$ cat src/rtl/alu_pkg.sv
// Shared opcode constants, FSM state encoding and request classification
// for the ALU sequencer.
package alu_pkg;

    localparam logic [4:0] OP_AND  = 5'd0;
    localparam logic [4:0] OP_OR   = 5'd1;
    localparam logic [4:0] OP_ADD  = 5'd2;
    localparam logic [4:0] OP_SUB  = 5'd3;
    localparam logic [4:0] OP_MUL  = 5'd4;
    localparam logic [4:0] OP_DIV  = 5'd5;
    localparam logic [4:0] OP_SHR  = 5'd6;
    localparam logic [4:0] OP_SHRA = 5'd7;
    localparam logic [4:0] OP_SHL  = 5'd8;
    localparam logic [4:0] OP_ROR  = 5'd9;
    localparam logic [4:0] OP_ROL  = 5'd10;
    localparam logic [4:0] OP_NEG  = 5'd11;
    localparam logic [4:0] OP_NOT  = 5'd12;
    localparam logic [4:0] OP_MAX  = 5'd12;
    // Drives the ALU default case, which yields a zero result.
    localparam logic [4:0] OP_NOP  = 5'b11111;

    typedef enum logic [1:0] {
        ST_IDLE = 2'd0,
        ST_EXEC = 2'd1,
        ST_RESP = 2'd2
    } state_e;

    function automatic logic req_is_error(input logic [4:0] op, input logic [31:0] b);
        return (op > OP_MAX) || ((op == OP_DIV) && (b == 32'd0));
    endfunction

endpackage

$ cat src/rtl/alu_lat_counter.sv
// Loadable down-counter that times the ALU settle window.
module alu_lat_counter
    import alu_pkg::*;
#(
    parameter int CNT_W = 4
) (
    input  logic             clock,
    input  logic             clear,
    input  logic             load,
    input  logic [CNT_W-1:0] value,
    input  logic             dec,
    output logic             zero
);

    logic [CNT_W-1:0] cnt_q;
    logic [CNT_W-1:0] cnt_d;

    // Next count: load wins over decrement; never wraps below zero.
    always_comb begin
        cnt_d = cnt_q;
        if (load) begin
            cnt_d = value;
        end else if (dec && (cnt_q != {CNT_W{1'b0}})) begin
            cnt_d = cnt_q - {{(CNT_W-1){1'b0}}, 1'b1};
        end else begin
            cnt_d = cnt_q;
        end
    end

    // Count register.
    always_ff @(posedge clock or negedge clear) begin
        if (!clear) begin
            cnt_q <= {CNT_W{1'b0}};
        end else begin
            cnt_q <= cnt_d;
        end
    end

    assign zero = (cnt_q == {CNT_W{1'b0}});

endmodule

$ cat src/rtl/alu_sequencer.sv
// Multi-cycle request/response controller in front of the 32-bit ALU; holds
// operands stable for the opcode's settle time and captures the 64-bit result.
module alu_sequencer
    import alu_pkg::*;
#(
    parameter int MUL_CYCLES = 4,
    parameter int DIV_CYCLES = 8,
    parameter int CNT_W = $clog2(((MUL_CYCLES > DIV_CYCLES) ? MUL_CYCLES : DIV_CYCLES) + 1)
) (
    input  logic        clock,
    input  logic        clear,
    input  logic        req_valid,
    output logic        req_ready,
    input  logic [4:0]  req_opcode,
    input  logic [31:0] req_a,
    input  logic [31:0] req_b,
    output logic [31:0] alu_a,
    output logic [31:0] alu_b,
    output logic [4:0]  alu_opcode,
    input  logic [63:0] alu_result,
    output logic        rsp_valid,
    input  logic        rsp_ready,
    output logic [31:0] rsp_lo,
    output logic [31:0] rsp_hi,
    output logic        rsp_err,
    output logic        busy
);

    state_e           state_q, state_d;
    logic [63:0]      z_q, z_d;
    logic             err_q, err_d;
    logic [31:0]      a_q, a_d;
    logic [31:0]      b_q, b_d;
    logic [4:0]       op_q, op_d;
    logic             req_ready_q, rsp_valid_q, busy_q;
    logic             cnt_load_s, cnt_dec_s, cnt_zero_s;
    logic [CNT_W-1:0] cnt_val_s;

    alu_lat_counter #(.CNT_W(CNT_W)) u_lat (
        .clock (clock),
        .clear (clear),
        .load  (cnt_load_s),
        .value (cnt_val_s),
        .dec   (cnt_dec_s),
        .zero  (cnt_zero_s)
    );

    // Next-state, operand/opcode and Z register updates.
    always_comb begin
        state_d    = state_q;
        z_d        = z_q;
        err_d      = err_q;
        a_d        = a_q;
        b_d        = b_q;
        op_d       = op_q;
        cnt_load_s = 1'b0;
        cnt_dec_s  = 1'b0;
        cnt_val_s  = {CNT_W{1'b0}};
        case (state_q)
            ST_IDLE: begin
                if (req_valid) begin
                    a_d = req_a;
                    b_d = req_b;
                    if (req_is_error(req_opcode, req_b)) begin
                        // Rejected requests never reach the ALU opcode port.
                        state_d = ST_RESP;
                        z_d     = 64'd0;
                        err_d   = 1'b1;
                        op_d    = OP_NOP;
                    end else begin
                        state_d    = ST_EXEC;
                        op_d       = req_opcode;
                        cnt_load_s = 1'b1;
                        if (req_opcode == OP_MUL) begin
                            cnt_val_s = CNT_W'(MUL_CYCLES - 1);
                        end else if (req_opcode == OP_DIV) begin
                            cnt_val_s = CNT_W'(DIV_CYCLES - 1);
                        end else begin
                            cnt_val_s = {CNT_W{1'b0}};
                        end
                    end
                end else begin
                    state_d = ST_IDLE;
                end
            end
            ST_EXEC: begin
                if (cnt_zero_s) begin
                    z_d     = alu_result;
                    err_d   = 1'b0;
                    state_d = ST_RESP;
                end else begin
                    cnt_dec_s = 1'b1;
                end
            end
            ST_RESP: begin
                if (rsp_ready) begin
                    state_d = ST_IDLE;
                    op_d    = OP_NOP;
                end else begin
                    state_d = ST_RESP;
                end
            end
            default: begin
                state_d = ST_IDLE;
                op_d    = OP_NOP;
            end
        endcase
    end

    // State, datapath and handshake registers; flags are decoded from state_d
    // so every output comes straight from a flop.
    always_ff @(posedge clock or negedge clear) begin
        if (!clear) begin
            state_q     <= ST_IDLE;
            z_q         <= 64'd0;
            err_q       <= 1'b0;
            a_q         <= 32'd0;
            b_q         <= 32'd0;
            op_q        <= OP_NOP;
            req_ready_q <= 1'b1;
            rsp_valid_q <= 1'b0;
            busy_q      <= 1'b0;
        end else begin
            state_q     <= state_d;
            z_q         <= z_d;
            err_q       <= err_d;
            a_q         <= a_d;
            b_q         <= b_d;
            op_q        <= op_d;
            req_ready_q <= (state_d == ST_IDLE);
            rsp_valid_q <= (state_d == ST_RESP);
            busy_q      <= (state_d != ST_IDLE);
        end
    end

    assign req_ready  = req_ready_q;
    assign rsp_valid  = rsp_valid_q;
    assign busy       = busy_q;
    assign alu_a      = a_q;
    assign alu_b      = b_q;
    assign alu_opcode = op_q;
    assign rsp_lo     = z_q[31:0];
    assign rsp_hi     = z_q[63:32];
    assign rsp_err    = err_q;

endmodule

$ cat config.mk
export PLATFORM = sky130hd
export DESIGN_NAME = alu_sequencer
export DESIGN_NICKNAME = d
export VERILOG_FILES = /design/src/rtl/alu_pkg.sv /design/src/rtl/alu_lat_counter.sv /design/src/rtl/alu_sequencer.sv
export SDC_FILE = /design/constraint.sdc
export NUM_CORES = 1
export LEC_CHECK = 0
export ABC_AREA = 0
export CORE_UTILIZATION = 44
export CTS_CLUSTER_SIZE = 24
export DETAILED_ROUTE_END_ITERATION = 8
export GPL_TIMING_DRIVEN = 0
export HOLD_SLACK_MARGIN = 0.05
export PLACE_DENSITY = 0.85
export SETUP_SLACK_MARGIN = 0.2
export SYNTH_ARGS = -nofsm -noshare
export SYNTH_HDL_FRONTEND = slang
export SYNTH_SLANG_ARGS = --single-unit
$ cat constraint.sdc
create_clock -name clock -period 2.57 [get_ports clock]
set_input_delay 0.6425 -clock clock [delete_from_list [all_inputs] [get_ports clock]]
set_output_delay 0.6425 -clock clock [all_outputs]
set_load 0.02 [all_outputs]
* Word level (Yosys, flattened, before mapping) *
Index checks and enable logic that the tools add are counted.

storage, ports and cells
  register bits after elaboration = 143
  input port bits = 137
  output and inout bits = 137
  word-level logic and storage cells = 65

operators by class
  add/sub/neg operators = 1
  $lt $le $gt $ge = 1
  eq/ne operators = 9
  muxes and demuxes = 29
  bitwise gates (word level) = 1
  reduce and logical (&&, ||, !) cells = 14

operator list
  kind                 number
  $mux 64              3
  $pmux 64 s2          1
  $logic_not 32->1     1
  $mux 3               5
  $mux 5               3
  $pmux 5 s3           1
  $eq 5x3->1 const B   2
  $mux 1               8
  $mux 2               4
  $mux 4               2
  $ne 2x2->1 const B   4
  $pmux 2 s3           1
  $reduce_bool 2->1    3
  $gt 5x4->1 const B   1
  $eq 2x2->1 const B   2
  $logic_not 2->1      2
  $logic_not 4->1      1
  $reduce_and 4->1     1
  $reduce_bool 4->1    1
  $sub 4x1->4 const B  1
  $reduce_and 3->1     1
  $eq 2x1->1 const B   1
  $logic_and 1x1->1    2
  $pmux 1 s2           1
  other kinds (3)      3

* Logic depth before layout (Yosys ltp) *
  word-level depth = 7
  gate-level depth with buffers = 8
  depth with buffers taken out = 6

* By module *
From an unflattened synthesis, not the netlist that was laid out.

second synthesis, totals
  cells, all modules = 648
  area total of the unflattened synthesis = 5989.5 µm²

by module, submodules not included
  module           times used  cells an instance  area an instance (µm²)  seq. area each (µm²)
  alu_sequencer    1           621                5719.2                  3485.8
  alu_lat_counter  1           27                 270.3                   100.1

* Worst setup path after synthesis *
Ideal clock, no wire load.

  kind = input -> register
  from = in req_b[26]
  to = reg z_q[10]
  setup time = 122 ps
  arrival = 1784 ps
  data required time = 2448 ps
  setup slack = 664 ps
  stages = 6
  cell sequence = nor4_1 nand4_1 nor4_2 buf_4 buf_4 nor3_1

between the ends
  cells in the longest elaborated chain, start to end = 5

RTL lines
  item                               RTL line              source
  from (decl)                        alu_sequencer.sv:16   input logic [31:0] req_b,
  $logic_not 32->1                   alu_pkg.sv:29         return (op > OP_MAX) || ((op == OP_DIV) && (b == 32'd0));
  $logic_and 1x1->1                  alu_pkg.sv:29
  $logic_or 1x1->1                   alu_pkg.sv:29
  $ne 2x2->1 (no source line)        --
  $reduce_and 4->1 (no source line)  --
  to (signal assigned)               alu_sequencer.sv:125  z_q <= z_d;
  to (decl)                          alu_sequencer.sv:30   logic [63:0] z_q, z_d;

No other way between the ends.
A chain may end at the register's enable or synchronous reset.

* Worst setup path after layout *
  from = in req_b[26]
  to = reg u_lat.cnt_q[3]

between the ends
  cells in the longest elaborated chain, start to end = 7

RTL lines
  item                                         RTL line               source
  $logic_not 32->1 (*)                         alu_pkg.sv:29
  $logic_and 1x1->1 (*)                        alu_pkg.sv:29
  $logic_or 1x1->1 (*)                         alu_pkg.sv:29
  $mux 1 (*)                                   alu_sequencer.sv:64    if (req_is_error(req_opcode, req_b)) begin
  $mux 1 (*)                                   alu_sequencer.sv:61    if (req_valid) begin
  $mux 1 (*)                                   alu_sequencer.sv:59    case (state_q)
  $mux 4 or $reduce_bool 2->1 (tied branches)  --
  to (signal assigned)                         alu_lat_counter.sv:33  cnt_q <= {CNT_W{1'b0}};
  to (signal assigned)                         alu_lat_counter.sv:35  cnt_q <= cnt_d;
  to (decl)                                    alu_lat_counter.sv:15  logic [CNT_W-1:0] cnt_q;

Mark *: on every way between the ends. The rest lies on a longest branch, timed or not.

==> summary.md <==
| Metric | Value |
|---|---|
| Max_slew headroom | 60.2% |
| Synth top area share | 59.2% |
| Internal | 6.59 mW |
| PwrDens | 1100 nW/um2 |
| Multi-input logic area | 2030 um2 |
| Vias in the first global route | 5531 |
| Total chip power | 10.3 mW |
| Worst path depth | 6 |
| Share of layout cells above drive strength 1 | 5.73% |
| Clk root buf | clkbuf_16 |
| Hold_buf cts | 0 |
| Final hold violation count | 0 |
| HPWL after DPL | 13100 um |
| Setup Skew | 0.00598 ns |
| Largest net degree at the start of global routing | 101 |
| Yosys cell types | 36 |
| CP max stage cell | or3_1 |
| Area Overhead vs Synth | 61.9% |
| Worst-margin pin slew | 0.596 ns |
| Sink Count | 143 |
| Routed vias | 5671 |
| Leakage | 4.22 nW |
| Tmin final | 2.29 ns |
| Congestion Overflow GR | 0 |
| Final worst path period share | 89.1% |
| Critical Path RT | 2.89 ns |
| Antenna fix cells | 0 |
| Ranking of synthesized cells by area | dfrtp_1 (59%), nand2_1 (13%), nor3_1 (5.8%) |
| R2R cell count | 8 |
| Routed length per instance | 16.2 um |
| Antenna violations before repair | 0 |
| Yosys warns | 0 |
| Drt initial violations | 364 |
| CP Class | in2reg |
| Clock-pin slew on the worst setup and hold paths | 0.05 ns |
| Startpoint type of the worst setup path | primary input |
| Critical Path Fanout Max | 4 |
| Peak per-stage delay on the critical path | 0.46 ns |
| Port Buf Inserts | 273 |
| CP cell instances | clkdlybuf4s50_1 > nor4_1 > nand4_1 > buf_4 > or3_1 > a211oi_1 |
| Final WL | 18100 um |
| Netlist Area Pre-Place | 5790 um2 |
| VDD IR-drop max | 0.000610 V |
| GRT met1 Usage | 30.4% |
| # rows | 41 |
| Final Setup Violations | 0 |
| HP Class | in2async |
| Fill count | 939 |
| Status | complete, no violations |
| Synthesized area per cell | 9.11 um2 |
| Combinational power share | 42.8% |
| Clk Latency, worst-skew pair | 0.41 ns |
| Post-Place Worst Slack | -0.363 ns |
| Max-Cap Viols | 0 |
| CP Capture Type | flop |
| Clock Power Share | 22.9% |
| Busiest layer in global routing | met2 |
| Post-route ant nets | 0 |
| Cell count after synthesis | 636 |
| Post-Syn Nets | 774 |
| Die Span X | 117 um |
| GR Layer Usage met2 | 45.2% |
| Starting Density | 45.5% |
| Nets | 1069 |
| Yosys top cell by area | dfrtp_1 |
| RSZ-0062 raised after global routing | no |
| Via density | 5.09 |
| First-pass DRT Iterations | 5 |
| DRC Markers | 0 |
| CP Data Arrival Time | 2.61 ns |
| WP buf/inv | 2 |
| Switching Share | 36.3% |
| Share of total power in sequential cells | 34.3% |
| Number of I/O pins | 274 |
| Core area | 12700 um2 |
| Die ar. | 13600 um2 |
| M3 GR Usage | 10.8% |
| Cts bufs inserted | 17 |
| Max Slew Vio Count | 0 |
| Global Route Usage Sum | 27.0% |
| Global-route wire length before repair | 27500 um |
| Die height | 117 um |
| Sequential area share after synthesis | 61.9% |
| CTS Buffer Depth | 2 |
| CP top delay family | simple AND/OR/NAND/NOR gates |
| Final WS setup | 0.281 ns |
| CTS tree | built |
| Reg area | 3590 um2 |
| Sw power | 3.75 mW |
| Peak Freq | 437 MHz |
| GP Congestion | 0.815 |
| #FFs+latches synth | 143 |
| CTS H-tree depth | 4 |
[metal layers]
layer / part of all wire (%) / wire, um
met1: 38 / 6790
met4: 2.7 / 492
met5: 0 / 0
met2: 49 / 8800
met3: 11 / 2000
[final timing paths]
| kind | from | to | slack (ns) |
|---|---|---|---|
| hold reg to reg | alu_a[14] | alu_a[14] | 0.47 |
| setup reg to reg | u_lat.cnt_q[0] | z_q[28] | 0.36 |
| hold / removal | clear | z_q[30] | 0.15 |
| setup / recovery | req_b[26] | u_lat.cnt_q[3] | 0.28 |
| min in group clock | alu_a[14] | alu_a[14] | 0.47 |
| max in group asynchronous | clear | alu_opcode[3] | 1.56 |
[placed cells by master, fill, tap and decap left out, types with 2 or more instances in the layout]
cell type,count
nand4_1,2
clkdlybuf4s50_1,272
inv_1,5
buf_4,8
clkbuf_16,17
buf_1,4
o32a_1,2
clkbuf_8,3
nor4_1,8
dfstp_2,6
nand3_1,2
nor2_1,68
clkinv_2,5
clkbuf_1,30
o21ai_0,67
or3b_1,2
a21oi_1,6
nor3_1,67
buf_2,6
o31ai_1,2
bufinv_16,2
nor3b_1,2
nand2_1,198
dfrtp_1,137
nor4_4,2
xnor2_1,2
[Yosys cell counts, drive strengths merged]
cell / number
a221o: 1
o211ai: 1
dfstp: 6
buf: 16
nand2b: 1
clkbuf: 26
nor4b: 1
o22ai: 1
o32a: 2
o21ai: 67
nand2: 198
a211oi: 1
nor3b: 3
nor2: 69
nand3: 2
a21oi: 6
or3b: 2
xnor2: 2
o31ai: 2
ha: 1
or3: 1
and3: 1
nor4: 10
nand4b: 1
nand4: 2
a32oi: 1
a21o: 1
o22a: 1
nor3: 67
inv: 5
nor2b: 1
dfrtp: 137
[power groups by stage]
stage	Clock [mW]	Sequential [mW]	Combinational, mW
final	2.37	3.55	4.42
after detailed placement	0	3.56	4.43
after global routing	2.51	3.65	4.81
after CTS	2.41	3.54	4.46
after floorplan	0	4.46	1.27
after global placement	0	3.54	4.34
[cell type report]
cell class	instances	area share, %
sequential	143	38.2
timing repair buffer	276	29.6
multi-input combinational	446	21.6
clock buffer	24	5.13
tap	172	2.29
buffer	42	2.00
clock inverter	7	0.907
inverter	5	0.200
[per-stage QoR]
| stage | hold WS (ns) | util, % | cell area (um2) | TNS (ns) | cells |
|---|---|---|---|---|---|
| after floorplan | 0.347 | - | 5790 | 0 | 636 |
| final | 0.148 | 73.7 | 9380 | 0 | 1115 |
| after CTS | 0.148 | 73.5 | 9350 | 0 | 1114 |
| after detailed placement | 0.462 | 68.9 | 8770 | -25.55 | 1082 |
| after global routing | 0.167 | 73.7 | 9380 | 0 | 1115 |
| after global placement | 0.457 | 68.7 | 8740 | -711.86 | 1081 |
[sequential cells by signal, indices dropped and copies added, names as in the netlist]
register and flops:
rsp_err 1, z_q 64, alu_a 32, req_ready 1, state_q 2, u_lat.cnt_q 4, busy 1, alu_opcode 5
rsp_valid 1, alu_b 32
[timing repair]
item,CTS,global route
setup endpoints to repair,50,92
gates resized for setup,1,4
hold endpoints to repair,0,0
pin swaps,1,2
gates cloned,0,0
setup buffers,1,1
[cell families after synthesis]
| family | Yosys count | share of synthesized area, % |
|---|---|---|
| buffers and inverters | 47 | 3.56 |
| adder cells (fa/ha/maj) | 1 | 0.216 |
| AND/OR/NAND/NOR | 359 | 26.1 |
| flip-flops | 143 | 61.9 |
| XOR/XNOR | 2 | 0.302 |
| AO/OA/AOI/OAI | 84 | 7.88 |
Power figures use the tool's default switching activity.
